<file path="src/rtl/axi_rd_arbiter.sv">
// Round-robin arbiter sharing one AXI4 read channel between ICACHE line refills
// (8-beat INCR bursts) and LSU single-word loads; one transaction in flight at a time.
module axi_rd_arbiter #(
    parameter int ADDR_WIDTH   = 32,
    parameter int DATA_WIDTH   = 32,
    parameter int AXI_ID_WIDTH = 4,
    parameter int LINE_BEATS   = 8,
    parameter int LINE_WIDTH   = 256
) (
    input  logic                    clk,
    input  logic                    rst,
    input  logic                    ic_req_valid,
    input  logic [ADDR_WIDTH-1:0]   ic_req_addr,
    output logic                    ic_req_ready,
    output logic                    ic_resp_valid,
    output logic [LINE_WIDTH-1:0]   ic_resp_data,
    output logic                    ic_resp_err,
    input  logic                    lsu_req_valid,
    input  logic [ADDR_WIDTH-1:0]   lsu_req_addr,
    output logic                    lsu_req_ready,
    output logic                    lsu_resp_valid,
    output logic [DATA_WIDTH-1:0]   lsu_resp_data,
    output logic                    lsu_resp_err,
    output logic [AXI_ID_WIDTH-1:0] m_arid,
    output logic [ADDR_WIDTH-1:0]   m_araddr,
    output logic [7:0]              m_arlen,
    output logic [2:0]              m_arsize,
    output logic [1:0]              m_arburst,
    output logic                    m_arvalid,
    input  logic                    m_arready,
    input  logic [AXI_ID_WIDTH-1:0] m_rid,
    input  logic [DATA_WIDTH-1:0]   m_rdata,
    input  logic [1:0]              m_rresp,
    input  logic                    m_rlast,
    input  logic                    m_rvalid,
    output logic                    m_rready
);
    localparam int LINE_OFF = $clog2(LINE_WIDTH / 8);
    localparam int WORD_OFF = $clog2(DATA_WIDTH / 8);
    localparam int CNT_W    = $clog2(LINE_BEATS);

    typedef enum logic [1:0] {S_IDLE, S_AR, S_R, S_RESP} state_t;

    state_t                  state_q, state_d;
    logic                    owner_q, owner_d;          // 0 = ICACHE, 1 = LSU
    logic                    last_grant_q, last_grant_d;
    logic [ADDR_WIDTH-1:0]   araddr_q, araddr_d;
    logic [7:0]              arlen_q, arlen_d;
    logic [CNT_W-1:0]        beat_cnt_q, beat_cnt_d;
    logic                    err_q, err_d;
    logic [LINE_WIDTH-1:0]   line_q, line_d;

    logic ic_win, lsu_win, grant_ok;
    logic unused_bits;

    assign unused_bits = ^{m_rid, ic_req_addr[LINE_OFF-1:0], lsu_req_addr[WORD_OFF-1:0]};

    // ICACHE wins a tie unless it was granted last.
    assign ic_win   = ic_req_valid && (!lsu_req_valid || last_grant_q);
    assign lsu_win  = lsu_req_valid && !ic_win;
    assign grant_ok = (state_q == S_IDLE) && !rst;

    assign ic_req_ready  = grant_ok && ic_win;
    assign lsu_req_ready = grant_ok && lsu_win;

    always_comb begin
        state_d      = state_q;
        owner_d      = owner_q;
        last_grant_d = last_grant_q;
        araddr_d     = araddr_q;
        arlen_d      = arlen_q;
        beat_cnt_d   = beat_cnt_q;
        err_d        = err_q;
        line_d       = line_q;
        case (state_q)
            S_IDLE: begin
                if (ic_win || lsu_win) begin
                    owner_d      = lsu_win;
                    last_grant_d = lsu_win;
                    if (lsu_win) begin
                        araddr_d = {lsu_req_addr[ADDR_WIDTH-1:WORD_OFF], {WORD_OFF{1'b0}}};
                        arlen_d  = 8'd0;
                    end else begin
                        araddr_d = {ic_req_addr[ADDR_WIDTH-1:LINE_OFF], {LINE_OFF{1'b0}}};
                        arlen_d  = 8'(LINE_BEATS - 1);
                    end
                    state_d = S_AR;
                end
            end
            S_AR: begin
                if (m_arready) begin
                    beat_cnt_d = '0;
                    err_d      = 1'b0;
                    state_d    = S_R;
                end
            end
            S_R: begin
                if (m_rvalid) begin
                    line_d[int'(beat_cnt_q) * DATA_WIDTH +: DATA_WIDTH] = m_rdata;
                    beat_cnt_d = beat_cnt_q + 1'b1;
                    // A misplaced or missing rlast flags the response but only rlast ends the burst.
                    if ((m_rresp != 2'b00) || (m_rlast != (beat_cnt_q == arlen_q[CNT_W-1:0])))
                        err_d = 1'b1;
                    if (m_rlast)
                        state_d = S_RESP;
                end
            end
            S_RESP: state_d = S_IDLE;
            default: state_d = S_IDLE;
        endcase
    end

    always_ff @(posedge clk) begin
        if (rst) begin
            state_q      <= S_IDLE;
            owner_q      <= 1'b0;
            last_grant_q <= 1'b1;
            araddr_q     <= '0;
            arlen_q      <= '0;
            beat_cnt_q   <= '0;
            err_q        <= 1'b0;
            line_q       <= '0;
        end else begin
            state_q      <= state_d;
            owner_q      <= owner_d;
            last_grant_q <= last_grant_d;
            araddr_q     <= araddr_d;
            arlen_q      <= arlen_d;
            beat_cnt_q   <= beat_cnt_d;
            err_q        <= err_d;
            line_q       <= line_d;
        end
    end

    assign m_arid    = AXI_ID_WIDTH'(owner_q);
    assign m_araddr  = araddr_q;
    assign m_arlen   = arlen_q;
    assign m_arsize  = 3'b010;
    assign m_arburst = 2'b01;
    assign m_arvalid = (state_q == S_AR);
    assign m_rready  = (state_q == S_R);

    assign ic_resp_valid  = (state_q == S_RESP) && !owner_q;
    assign lsu_resp_valid = (state_q == S_RESP) && owner_q;
    assign ic_resp_err    = ic_resp_valid && err_q;
    assign lsu_resp_err   = lsu_resp_valid && err_q;
    assign ic_resp_data   = line_q;
    assign lsu_resp_data  = line_q[DATA_WIDTH-1:0];

endmodule

</file>
<file path="config.mk">
export PLATFORM = sky130hd
export DESIGN_NAME = axi_rd_arbiter
export DESIGN_NICKNAME = d
export VERILOG_FILES = /design/src/rtl/axi_rd_arbiter.sv
export SDC_FILE = /design/constraint.sdc
export NUM_CORES = 1
export LEC_CHECK = 0
export BUFFER_PORTS_ARGS = -buffer_cell sky130_fd_sc_hd__buf_4
export CELL_PAD_IN_SITES_DETAIL_PLACEMENT = 0
export CELL_PAD_IN_SITES_GLOBAL_PLACEMENT = 1
export CORE_MARGIN = 2
export CORE_UTILIZATION = 34
export CTS_CLUSTER_SIZE = 8
export DETAILED_ROUTE_END_ITERATION = 12
export PLACE_DENSITY = 0.77
export SLEW_MARGIN = 20
export SYNTH_ARGS = -nofsm -noshare
export SYNTH_HDL_FRONTEND = slang
export SYNTH_SLANG_ARGS = --single-unit
</file>
<file path="constraint.sdc">
create_clock -name clk -period 2.9 [get_ports clk]
set_input_delay 0.145 -clock clk [delete_from_list [all_inputs] [get_ports clk]]
set_output_delay 0.145 -clock clk [all_outputs]
set_load 0.01 [all_outputs]
</file>
; ---- Word level (Yosys, flattened, before mapping)
; Index checks and enable logic that the tools add are counted.
[classes]
add_sub_neg = 2
eq_ne = 10
n_shift = 2
mux = 15
reduce_logical = 24
[op_table]
columns = op, count
row1 = bitwise mux 256 bit, 1
row2 = variable shift 32 x 33 -> 256 bit (first input constant), 1
row3 = indexed part select 32 x 33 -> 256 bit, 1
row4 = negation 8 -> 33 bit, 1
row5 = 2-to-1 mux 32 bit, 1
row6 = logical AND 1 bit, 9
row7 = 2-to-1 mux 3 bit, 3
row8 = 2-to-1 mux 2 bit, 4
row9 = case mux 2 bit (4 select lines), 1
row10 = AND reduction 4 bit, 2
row11 = != test 2 x 1 -> 1 bit (second input constant), 3
row12 = case mux 3 bit (2 select lines), 1
row13 = == test 2 bit (second input constant), 2
row14 = zero test 1 bit, 4
row15 = != test 2 bit (second input constant), 2
row16 = AND reduction 2 bit, 2
row17 = nonzero test 2 bit, 2
row18 = adder 3 x 1 -> 3 bit (second input constant), 1
row19 = == test 3 bit, 1
row20 = logical OR 1 bit, 3
row21 = 2-to-1 mux 1 bit, 3
row22 = AND reduction 3 bit, 1
row23 = == test 2 x 1 -> 1 bit (second input constant), 1
row24 = zero test 2 bit, 1
row25 = 2 further kinds, 2
[totals]
reg_bits = 304
inputBits = 109
output_inout_bits = 345
wordCells = 61

; ---- Logic depth before layout (Yosys ltp)
; Gate-level depths: netlist of the first run.
[logic_depth]
ltp_word = 8
mapped_depth = 11
ltp_nobuf = 7

; ---- Worst setup path after synthesis of the first run
; No wires, ideal clock.
[synth_timing]
path_kind = reg-to-reg
startpoint = register beat_cnt_q[0]
endpoint = register line_q[130], in the netlist ic_resp_data[130]
arrival_ps = 2200
t_required_ps = 2768
setup_slack_ps = 568
path_stages_with_launch = 12
path_buffers = 4
cell_sequence = dfxtp_1 buf_6 inv_1 ha_1 ha_1 buf_2 o31ai_2 or4_1 clkbuf_1 buf_2 nand2_1 a21oi_1
[synth_between]
elab_chain_cells = 3
word_cells_on_any_way = 4
cone_classes = 1 x add/sub / 2 x shift / 1 x mux
[synth_rtl]
columns = item, line
row1 = start: declaration, 49  ; logic [CNT_W-1:0] beat_cnt_q, beat_cnt_d;
row2 = start signal: assignment, 129  ; beat_cnt_q <= beat_cnt_d;
row3 = negation 8 -> 33 bit *, 99  ; line_d[int'(beat_cnt_q) * DATA_WIDTH +: DATA_WIDTH] = m_rdata;
row4 = indexed part select 32 x 33 -> 256 bit or variable shift 32 x 33 -> 256 bit (tied branches), 99
row5 = bitwise mux 256 bit *, 99
row6 = end signal: assignment, 131  ; line_q <= line_d;
row7 = end: declaration, 51  ; logic [LINE_WIDTH-1:0] line_q, line_d;
; Mark *: on every way between the ends. The rest lies on a longest branch, timed or not.
; A chain may end at the register's enable or synchronous reset.

; ---- Final worst setup path of the first run
[layout_timing]
startpoint = register beat_cnt_q[1]
endpoint = register line_q[87], in the netlist ic_resp_data[87]
; The elaborated chain is that of the path after synthesis.

==> results of run 1 <==
## cells in the final DEF (no fill, tap or decap), types with 4 or more instances in the layout
cell,Yosys,layout
nand2_1,477,477
nand3_1,38,38
ha_1,11,10
nor3_1,8,5
and2_1,4,4
mux2i_1,29,29
dlygate4sd3_1,0,84
nand2_2,10,10
nor2_1,135,132
inv_1,7,7
a211oi_1,27,27
a21oi_1,260,260
clkbuf_16,0,43
conb_1,2,15
nand2b_1,36,36
buf_4,50,448
or2_2,4,4
dfxtp_1,295,295
## timing repair
action | 4_1_cts | 5_1_grt
endpoints found under the setup margin | 0 | 0
hold buffers | 83 | 1
hold endpoints to repair | 93 | 1
## kinds of logic (layout without fill, tap and decap cells)
group | Yosys count | after routing | share of synthesized area
buffers and inverters | 173 | 589 | 0.0780
flip-flops | 295 | 295 | 0.497
AND/OR/NAND/NOR | 729 | 729 | 0.253
adder cells (fa/ha/maj) | 11 | 11 | 0.0116
multiplexers | 29 | 29 | 0.0244
AO/OA/AOI/OAI | 300 | 300 | 0.135
other | 2 | 15 | 0.000632
XOR/XNOR | 1 | 1 | 0.000738
## sequential cells by signal, summed over array words and instances (netlist names)
| name | count |
|---|---|
| err_q | 1 |
| m_araddr | 30 |
| state_q | 2 |
| last_grant_q | 1 |
| m_arlen | 1 |
| owner_q | 1 |
| ic_resp_data | 256 |
| beat_cnt_q | 3 |
## power groups by stage
stage                     clock [mW]  sequential (mW)  combinational, mW
after CTS                       4.42             4.42               1.84
final                           4.32             4.42               1.84
after detailed placement           0             4.49               1.72
after global placement             0             4.48               1.70
after floorplan                    0             4.54              0.980
after global routing            4.59             4.44               2.01
## final cells by class
class | count | area [um^2]
inverters | 7 | 26.3
well taps | 455 | 569
multi-input cells | 1085 | 5150
clock buffers | 44 | 1080
repair buffers | 536 | 4280
fillers | 3379 | 17400
flip-flops and latches | 295 | 5910
clock inverters | 2 | 32.5
## metal layers
metal	global-route usage	vias to the layer above	routed length (um)
met5	0	-	0
met4	0.0897	0	1570
met3	0.0582	83	3270
met2	0.418	422	22000
met1	0.255	5460	16600
li1	-	5763	-
## path summary, 6_finish.rpt
check / slack [ns] / end / cells past startpoint
worst max-delay path: 0.31 / ic_resp_data[87] / 7
worst min-delay path: 0.002 / m_araddr[22] / 3
worst max register to register: 0.31 / ic_resp_data[87] / 7
worst min register to register: 0.45 / ic_resp_data[145] / 2
## worst register-to-register path: stages, from the launching register on
cell and delay, ns:
dfxtp_1 0.52, inv_1 0.11, ha_1 0.22, ha_1 0.38
o31ai_2 0.23, or2_2 0.75, nand2_1 0.15, a21oi_1 0.16
## stage by stage
stage               cells  power [mW]  hold WS [ns]  utilization
finish               2424        10.6       0.00222        0.495
global route         2424        11.0        0.0102        0.495
CTS                  2423        10.7       0.00142        0.494
detailed placement   2294        6.22         0.397        0.438
global placement     2294        6.19         0.385        0.438
floorplan            1553        5.52         0.285            -
==> out/metrics.csv, run 1 <==
metric;value;unit
status;complete, no violations;
ranking of synthesized cells by area;dfxtp_1 50%, nand2_1 15%, a21oi_1 11%;
# diodes;0;
Clock Tree Buf Depth;3;
WL per Instance;17.9;um
Data arrival, critical path;3.05;ns
crit path buf inv count;1;
Cell Int Power;7.68;mW
# clock sinks;295;
slowest stage delay, CP;0.75;ns
top cell type's share of synthesized area;0.497;
Final Cell Area;17000;um^2
placement row count;68;
Die W;191;um
Post-Syn Instances;1540;
slowest cell on the critical path;or2_2;
I/O Pins;454;
Max Slew Vio Count;0;
Hold Vio Cnt, Final;0;
initial core utilization;0.345;
DRT iter0 DRCs;693;
sequential area share after synthesis;0.497;
Routed Antenna Nets;0;
Worst Setup Start Kind;register;
#FFs+latches synth;295;
crit end category;register;
CTS tree;done;
RSZ-0062 raised after global routing;no;
setup repair bufs after CTS;0;
Num CTS Buffers;42;
Yosys warning count;0;
cell area after synthesis;11900;um^2
Worst-Skew Late Latency;0.54;ns
Slew HR;0.474;
cell family contributing the most delay on the critical path;simple AND/OR/NAND/NOR gates;
DRT Pass-1 Iters;5;
Worst VDD drop;470;uV
main flop type after synthesis;dfxtp_1;
async set-reset flop share out of synthesis;0;
fin worst setup slack;0.314;ns
crit path max fanout;32;
Root Buffer Master;clkbuf_16;
Setup CP Type;reg -> reg;
part of the power in combinational logic;0.174;
FF-to-FF Start;beat_cnt_q[1];
required time worst endpoint;3.37;ns
Worst setup startpoint;beat_cnt_q[1];
Psw;2.89;mW
MaxCap Viol Count;0;
initial antenna violation count;0;
Worst Min Path Start;lsu_req_addr[22];
crit share post-route;0.892;
via count;11700;
Hold WC Path Type;in -> reg;
crit path time final;2.59;ns
Cell Area, Placed;15100;um^2
routability-driven placement congestion ratio;0.798;
Yosys cell types;41;
largest net degree at the start of global routing;96;
Fin Setup TNS;0;ns
global-route wire length before repair;64900;um
worst-path cell chain;inv_1, ha_1, ha_1, o31ai_2, or2_2, nand2_1, a21oi_1;
Switching Fraction;0.274;
final setup vio count;0;
GRT Total Usage;0.230;
Synth top cells by count;477 x nand2_1, 295 x dfxtp_1, 260 x a21oi_1;
Detailed Place HPWL;29800;um
Seq pwr share;0.418;
PwrDens;620;nW/um^2
core area;34500;um^2
Mapped Avg Cell Area;7.71;um^2
DIE AREA;36400;um^2
chip height;191;um
layout cells sized above 1;0.267;
leakage power;6.74;nW
I/O Buffers;427;
post-synth top area cell;dfxtp_1;
EDFF count, synth;0;
worst slew pin tran;0.783;ns
Final Net Count;2087;
count leader, synth;nand2_1;
vias per cell;4.84;
P&R area growth vs syn;43.5;%
WL final;43400;um
most frequent CP cell;ha_1;
CTS H-Tree Depth;2;
GR Overflow Total;0;
Max Clk Rate;0.387;GHz
DRC viols;0;
Clk pwr share;0.409;
clock transition at the registers of the reported paths;0.05;ns
final clock skew;0.0134;ns
number of global-route vias before repair;11500;
PostCTS Resize Cnt;0;
pre-CTS WS;0.293;ns
Power figures use the tool's default switching activity.
==> run 2: changes to the inputs <==
--- a/config.mk
+++ b/config.mk
@@ -5,6 +5,7 @@
 export SDC_FILE = /design/constraint.sdc
 export NUM_CORES = 1
 export LEC_CHECK = 0
+export ABC_AREA = 1
 export BUFFER_PORTS_ARGS = -buffer_cell sky130_fd_sc_hd__buf_4
 export CELL_PAD_IN_SITES_DETAIL_PLACEMENT = 0
 export CELL_PAD_IN_SITES_GLOBAL_PLACEMENT = 1
==> run 2 against run 1 <==
Area after synthesis rose by 3.3%. Cell count rose by 6.1%. Largest power group unchanged. Design area grew 2.4%. Count of clock-buffer cells in the layout is 1 lower. Global-route usage increased by 0.69 points. Clock power about the same. Synthesized cell count grew 8.9%. Largest cell class unchanged.
==> out/metrics.csv, run 2 <==
metric;value;unit;change
status;complete, no violations;;
final setup vio count;0;;unchanged
post-synth top area cell;dfxtp_1;;
Synth Area in XOR/XNOR;0;;-0.000737
EDFF count, synth;0;;unchanged
number of global-route vias before repair;11800;;+2.8%
I/O Pins;454;;unchanged
core area;35600;um^2;+3.2%
required time worst endpoint;3.32;ns;-0.05 ns
DRT Pass-1 Iters;5;;unchanged
Non-Filler Instances;2571;;+6.1%
Worst Reg2Reg Path Length in Cells;8;;+1
# clock sinks;295;;unchanged
Final Net Count;2228;;+6.8%
Setup CP Type;reg -> reg;;
Routed Antenna Nets;0;;unchanged
GR Overflow Total;0;;unchanged
most frequent CP cell;ha_1;;
MaxCap Viol Count;0;;unchanged
Die W;194;um;+1.6%
Worst VDD drop;413;uV;-12%
slowest cell on the critical path;dfxtp_1;;
#FFs+latches synth;295;;unchanged
clock transition at the registers of the reported paths;0.05;ns;about the same
CTS H-Tree Depth;2;;unchanged
Detailed Place HPWL;32600;um;+9.2%
cell area after synthesis;12300;um^2;+3.3%
RSZ-0062 raised after global routing;no;;
count leader, synth;nor2_1;;
Yosys warning count;0;;unchanged
initial core utilization;0.345;;about the same
main combinational cell family by area after synthesis;simple AND/OR/NAND/NOR gates;;
ranking of synthesized cells by area;dfxtp_1 48%, o21ai_0 11%, nor2_1 11%;;
DRT iter0 DRCs;742;;+7.1%
slowest stage delay, CP;0.53;ns;-0.22 ns
Yosys cell types;29;;-29%
PwrDens;633;nW/um^2;+2.1%
vias per cell;4.79;;-1.0%
Clock Tree Buf Depth;3;;unchanged
WL per Instance;18.0;um;+0.51%
sequential area share after synthesis;0.481;;-0.0158
Worst-Skew Late Latency;0.55;ns;about the same
main flop type after synthesis;dfxtp_1;;
DRC viols;0;;unchanged
mux cell area share after synthesis;0;;-0.0244
R2R Path End;ic_resp_data[208];;
Synth Area in Compound Gates;0.191;;+0.0561
FF-to-FF Start;beat_cnt_q[1];;
DIE AREA;37600;um^2;+3.2%
global-route wire length before repair;69500;um;+7.1%
Fin Setup TNS;0;ns;unchanged
async set-reset flop share out of synthesis;0;;unchanged
routability-driven placement congestion ratio;0.817;;+2.4%
dpl cells;2436;;+6.2%
worst-path cell chain;inv_1, ha_1, ha_1, inv_2, nand4_4, buf_4, o21ai_0, a21oi_1;;
worst slew pin tran;0.812;ns;+0.0290 ns
Synth top cells by count;367 x nor2_1, 295 x dfxtp_1, 281 x o21ai_0;;
Mapped Avg Cell Area;7.32;um^2;-5.2%
most frequent cells in the layout;451 x buf_4, 367 x nor2_1, 294 x dfxtp_1;;
Num CTS Buffers;42;;unchanged
crit path max fanout;25;;-22%
I/O Buffers;427;;unchanged
crit path buf inv count;3;;+2
GRT Total Usage;0.237;;+0.00694
Post-Syn Instances;1677;;+8.9%
# diodes;0;;unchanged
Synth Area in Adders;0.0112;;-0.000369
crit share post-route;0.860;;-0.0318
placement row count;69;;+1.5%
setup repair bufs after CTS;0;;unchanged
Hold Vio Cnt, Final;0;;unchanged
crit path time final;2.49;ns;-0.0923 ns
commonest non-fill, non-tap cell in the layout;buf_4;;
Worst Setup Start Kind;register;;
cell family contributing the most delay on the critical path;buffers and inverters;;
Data arrival, critical path;2.92;ns;-0.13 ns
Max Clk Rate;0.401;GHz;+3.7%
layout cells sized above 1;0.248;;-0.0188
initial antenna violation count;1;;+1
Worst Min Path Start;rst;;
top cell type's share of synthesized area;0.481;;-0.0158
Slew HR;0.459;;-0.0153
Root Buffer Master;clkbuf_16;;
Hold WC Path Type;in -> reg;;
Max Slew Vio Count;0;;unchanged
crit end category;register;;
simple-gate share of the synthesized area;0.193;;-0.0601
Hold Crit Depth;3;;unchanged
WL final;46200;um;+6.6%
final clock skew;0.0154;ns;+0.00202 ns
R2R setup slack;0.41;ns;+0.09 ns
max FFs per register;256;;unchanged
CTS tree;done;;
Worst Hold Path EP;last_grant_q;;
via count;12300;;+5.0%
P&R area growth vs syn;42.3;%;
leakage power;7.92;nW;+17%
chip height;194;um;+1.6%
largest net degree at the start of global routing;81;;-16%
==> run 2: changes by cell type after synthesis, sizes merged, moves of 13 or more <==
| cell | delta |
|---|---|
| nand3 | +40 |
| a211oi | -27 |
| o21ai | +309 |
| nor2 | +236 |
| nand2b | -36 |
| buf | +16 |
| clkbuf | -13 |
| mux2i | -29 |
| nand2 | -371 |
| inv | +153 |
| a21oi | -114 |
==> run 2: cell families after synthesis <==
family | count (synthesis)
AO/OA/AOI/OAI | 464
adder cells (fa/ha/maj) | 11
buffers and inverters | 331
flip-flops | 295
other | 2
AND/OR/NAND/NOR | 574
==> run 2: worst register-to-register path: cells and delay by family (launching register included) <==
family / cells / cell delay [ns]
AOI/OAI and AO/OA: 2 / 0.24
buffers and inverters: 3 / 0.66
and+or+nand+nor: 1 / 0.34
adders and majority gates: 2 / 0.61
DFF: 1 / 0.53
==> run 2: worst max path at each step <==
stage	cells past startpoint	endpoint	from
final	8	ic_resp_data[208]	beat_cnt_q[1]
after global routing	8	ic_resp_data[208]	beat_cnt_q[1]
after CTS	10	err_q	state_q[0]
after detailed placement	8	ic_resp_data[205]	beat_cnt_q[1]
after global placement	9	ic_resp_data[230]	beat_cnt_q[1]
after floorplan	11	ic_resp_data[10]	beat_cnt_q[0]
==> run 2: area by class of cell <==
type	instances	area, um^2
Tap cell	461	577
Inverter	162	614
Sequential cell	295	5910
Fill cell	3599	18100
Multi-Input combinational cell	1064	4930
Clock inverter	3	33.8
Timing Repair Buffer	543	4340
Clock buffer	43	1050
==> run 2: per-stage QoR <==
| step | instance area [um^2] | hold slack, ns | power [mW] | utilization | setup slack (ns) |
|---|---|---|---|---|---|
| 6_report | 17500 | 0.0376 | 11.1 | 0.491 | 0.406 |
| 5_1_grt | 17500 | 0.0605 | 11.6 | 0.491 | 0.206 |
| 4_1_cts | 17500 | 0.0208 | 11.2 | 0.491 | 0.0178 |
| 3_5_place_dp | 15500 | 0.435 | 6.69 | 0.435 | 0.451 |
| 3_3_place_gp | 15500 | 0.430 | 6.66 | 0.435 | 0.514 |
| 2_1_floorplan | 12300 | 0.306 | 5.85 | - | 0.679 |
==> run 2: report_power, final <==
group | internal, mW | leakage, nW | switching (mW)
clock network | 2.55 | 0.535 | 1.74
logic | 0.931 | 5.00 | 1.39
registers | 4.28 | 2.38 | 0.161
==> run 2: metal layers <==
layer | up-vias | GRT usage | part of all wire
met5 | - | 0 | 0
met4 | 0 | 0.0780 | 0.030
met3 | 76 | 0.0630 | 0.073
met2 | 404 | 0.388 | 0.46
met1 | 5680 | 0.303 | 0.43
li1 | 6155 | - | -
==> run 2: repair_timing <==
action | in CTS | in global routing
endpoints found under the hold margin | 63 | 0
resized for setup | 0 | 3
setup endpoints to repair | 0 | 1
hold buffers | 90 | 0
==> run 3: changes to the inputs <==
--- a/config.mk
+++ b/config.mk
@@ -13,6 +13,7 @@
 export CORE_UTILIZATION = 34
 export CTS_CLUSTER_SIZE = 8
 export DETAILED_ROUTE_END_ITERATION = 12
+export GPL_ROUTABILITY_DRIVEN = 0
 export PLACE_DENSITY = 0.77
 export SLEW_MARGIN = 20
 export SYNTH_ARGS = -nofsm -noshare
==> constraint.sdc (replaced) <==
create_clock -name clk -period 2.8 [get_ports clk]
set_input_delay 0.14 -clock clk [delete_from_list [all_inputs] [get_ports clk]]
set_output_delay 0.14 -clock clk [all_outputs]
set_load 0.01 [all_outputs]
==> run 3 against run 2 <==
Register-to-register slack about the same. Global-route usage decreased by 0.16 points. Sequential power increased by 3%. Routed wire length decreased by 1.6%. Sequential cell count unchanged. Via count decreased by 0.64%. Maximum frequency increased by 4.5%. Clock power increased by 4%. Cell count decreased by 0.51%. Core utilization decreased by 0.34 points.
==> out/metrics.csv, run 3 (synthesis gave the netlist of run 2 again) <==
metric;value;unit;change
status;complete, no violations;;
DRT iter0 DRCs;751;;+1.2%
Detailed Place HPWL;32300;um;-0.93%
commonest non-fill, non-tap cell in the layout;buf_4;;
crit path time final;2.39;ns;-0.107 ns
Max Clk Rate;0.419;GHz;+4.5%
Worst VDD drop;426;uV;+3.1%
vias per cell;4.78;;-0.14%
initial core utilization;0.345;;unchanged
GRT Total Usage;0.235;;-0.00163
layout cells sized above 1;0.249;;+0.00106
Routed Antenna Nets;0;;unchanged
clock transition at the registers of the reported paths;0.05;ns;about the same
most frequent cells in the layout;452 x buf_4, 367 x nor2_1, 294 x dfxtp_1;;
DRT Pass-1 Iters;5;;unchanged
Setup CP Type;reg -> reg;;
# diodes;0;;unchanged
Worst Setup Start Kind;register;;
WL per Instance;17.8;um;-1.1%
crit end category;register;;
leakage power;7.88;nW;-0.56%
slowest stage delay, CP;0.58;ns;+0.05 ns
required time worst endpoint;3.18;ns;-0.14 ns
Tot Pwr;11.4;mW;+3.3%
Worst-Skew Late Latency;0.54;ns;about the same
Slew HR;0.445;;-0.0134
Clock Tree Buf Depth;3;;unchanged
Fin Setup TNS;0;ns;unchanged
Hold Vio Cnt, Final;0;;unchanged
Hold WC Path Type;in -> reg;;
via count;12200;;-0.64%
Data arrival, critical path;2.76;ns;-0.16 ns
crit path max fanout;4;;-84%
worst slew pin tran;0.832;ns;+0.0202 ns
MaxCap Viol Count;0;;unchanged
CTS H-Tree Depth;2;;unchanged
worst-path cell chain;inv_1, ha_1, inv_1, nor3_1, dlygate4sd3_1, nand3_1, dlygate4sd3_1, nand2_1, a21oi_1;;
I/O Pins;454;;unchanged
Max Slew Vio Count;0;;unchanged
CTS tree;done;;
Root Buffer Master;clkbuf_16;;
RSZ-0062 raised after global routing;no;;
placement row count;69;;unchanged
setup repair bufs after CTS;0;;unchanged
chip height;194;um;unchanged
final clock skew;0.0135;ns;-0.00185 ns
final setup vio count;0;;unchanged
DRC viols;0;;unchanged
WL final;45500;um;-1.6%
DIE AREA;37600;um^2;unchanged
Num CTS Buffers;42;;unchanged
GR Overflow Total;0;;unchanged
Die W;194;um;unchanged
slowest cell on the critical path;dlygate4sd3_1;;
Final Net Count;2215;;-0.58%
I/O Buffers;427;;unchanged
crit share post-route;0.852;;-0.00751
core area;35600;um^2;unchanged
Layout Utilization;0.487;;-0.00345
number of global-route vias before repair;11800;;+0.034%
# clock sinks;295;;unchanged
P&R area growth vs syn;41.3;%;
global-route wire length before repair;70000;um;+0.73%
R2R setup slack;0.41;ns;about the same
largest net degree at the start of global routing;88;;+8.6%
PwrDens;659;nW/um^2;+4.1%
max FFs per register;256;;unchanged
initial antenna violation count;0;;-1
==> run 3: power breakdown <==
group	total, mW	internal [mW]	switching [mW]
Sequential	4.59	4.43	0.160
Clock	4.48	2.66	1.82
Combinational	2.35	0.931	1.42
Total	11.4	8.03	3.40
==> run 3: metrics by stage <==
step	hold WS, ns	setup WS (ns)	instance area, um^2	cells
6_report	0.0157	0.413	17300	2558
3_5_place_dp	0.433	0.575	15500	2437
5_1_grt	0.0344	0.237	17300	2558
2_1_floorplan	0.301	0.579	12300	1690
3_3_place_gp	0.425	0.618	15500	2437
4_1_cts	0.00511	0.424	17300	2558
==> run 3: path summary, 6_finish.rpt <==
path                       endpoint         startpoint  cells after the start
setup reg to reg              err_q         state_q[0]                      9
hold / removal         m_araddr[24]    ic_req_addr[24]                      5
hold reg to reg   ic_resp_data[231]  ic_resp_data[231]                      2
setup / recovery              err_q         state_q[0]                      9
==> run 3: per-layer routing <==
metal  global-route usage  wire [um]
met5                    0          0
met4               0.0746       1330
met3               0.0529       3270
met2                0.387      20900
met1                0.306      20000
==> run 3: timing repair <==
item,in CTS,in global routing
gates resized for setup,0,0
hold buffers,75,0
hold endpoints to repair,56,0
==> run 3: final cells by class <==
type / count / area (um^2)
fillers: 3580 / 18200
flip-flops and latches: 295 / 5910
multi-input cells: 1064 / 4920
repair buffers: 530 / 4200
clock buffers: 43 / 1050
inverters: 162 / 614
well taps: 461 / 577
clock inverters: 3 / 56.3
==> run 3: worst max-delay path: cells and delay by family (launching register included) <==
family | cells | cell delay (ns)
buf+inv | 4 | 1.33
compound gates | 1 | 0.05
simple gates | 3 | 0.28
fa+ha+maj | 1 | 0.25
flops | 1 | 0.33
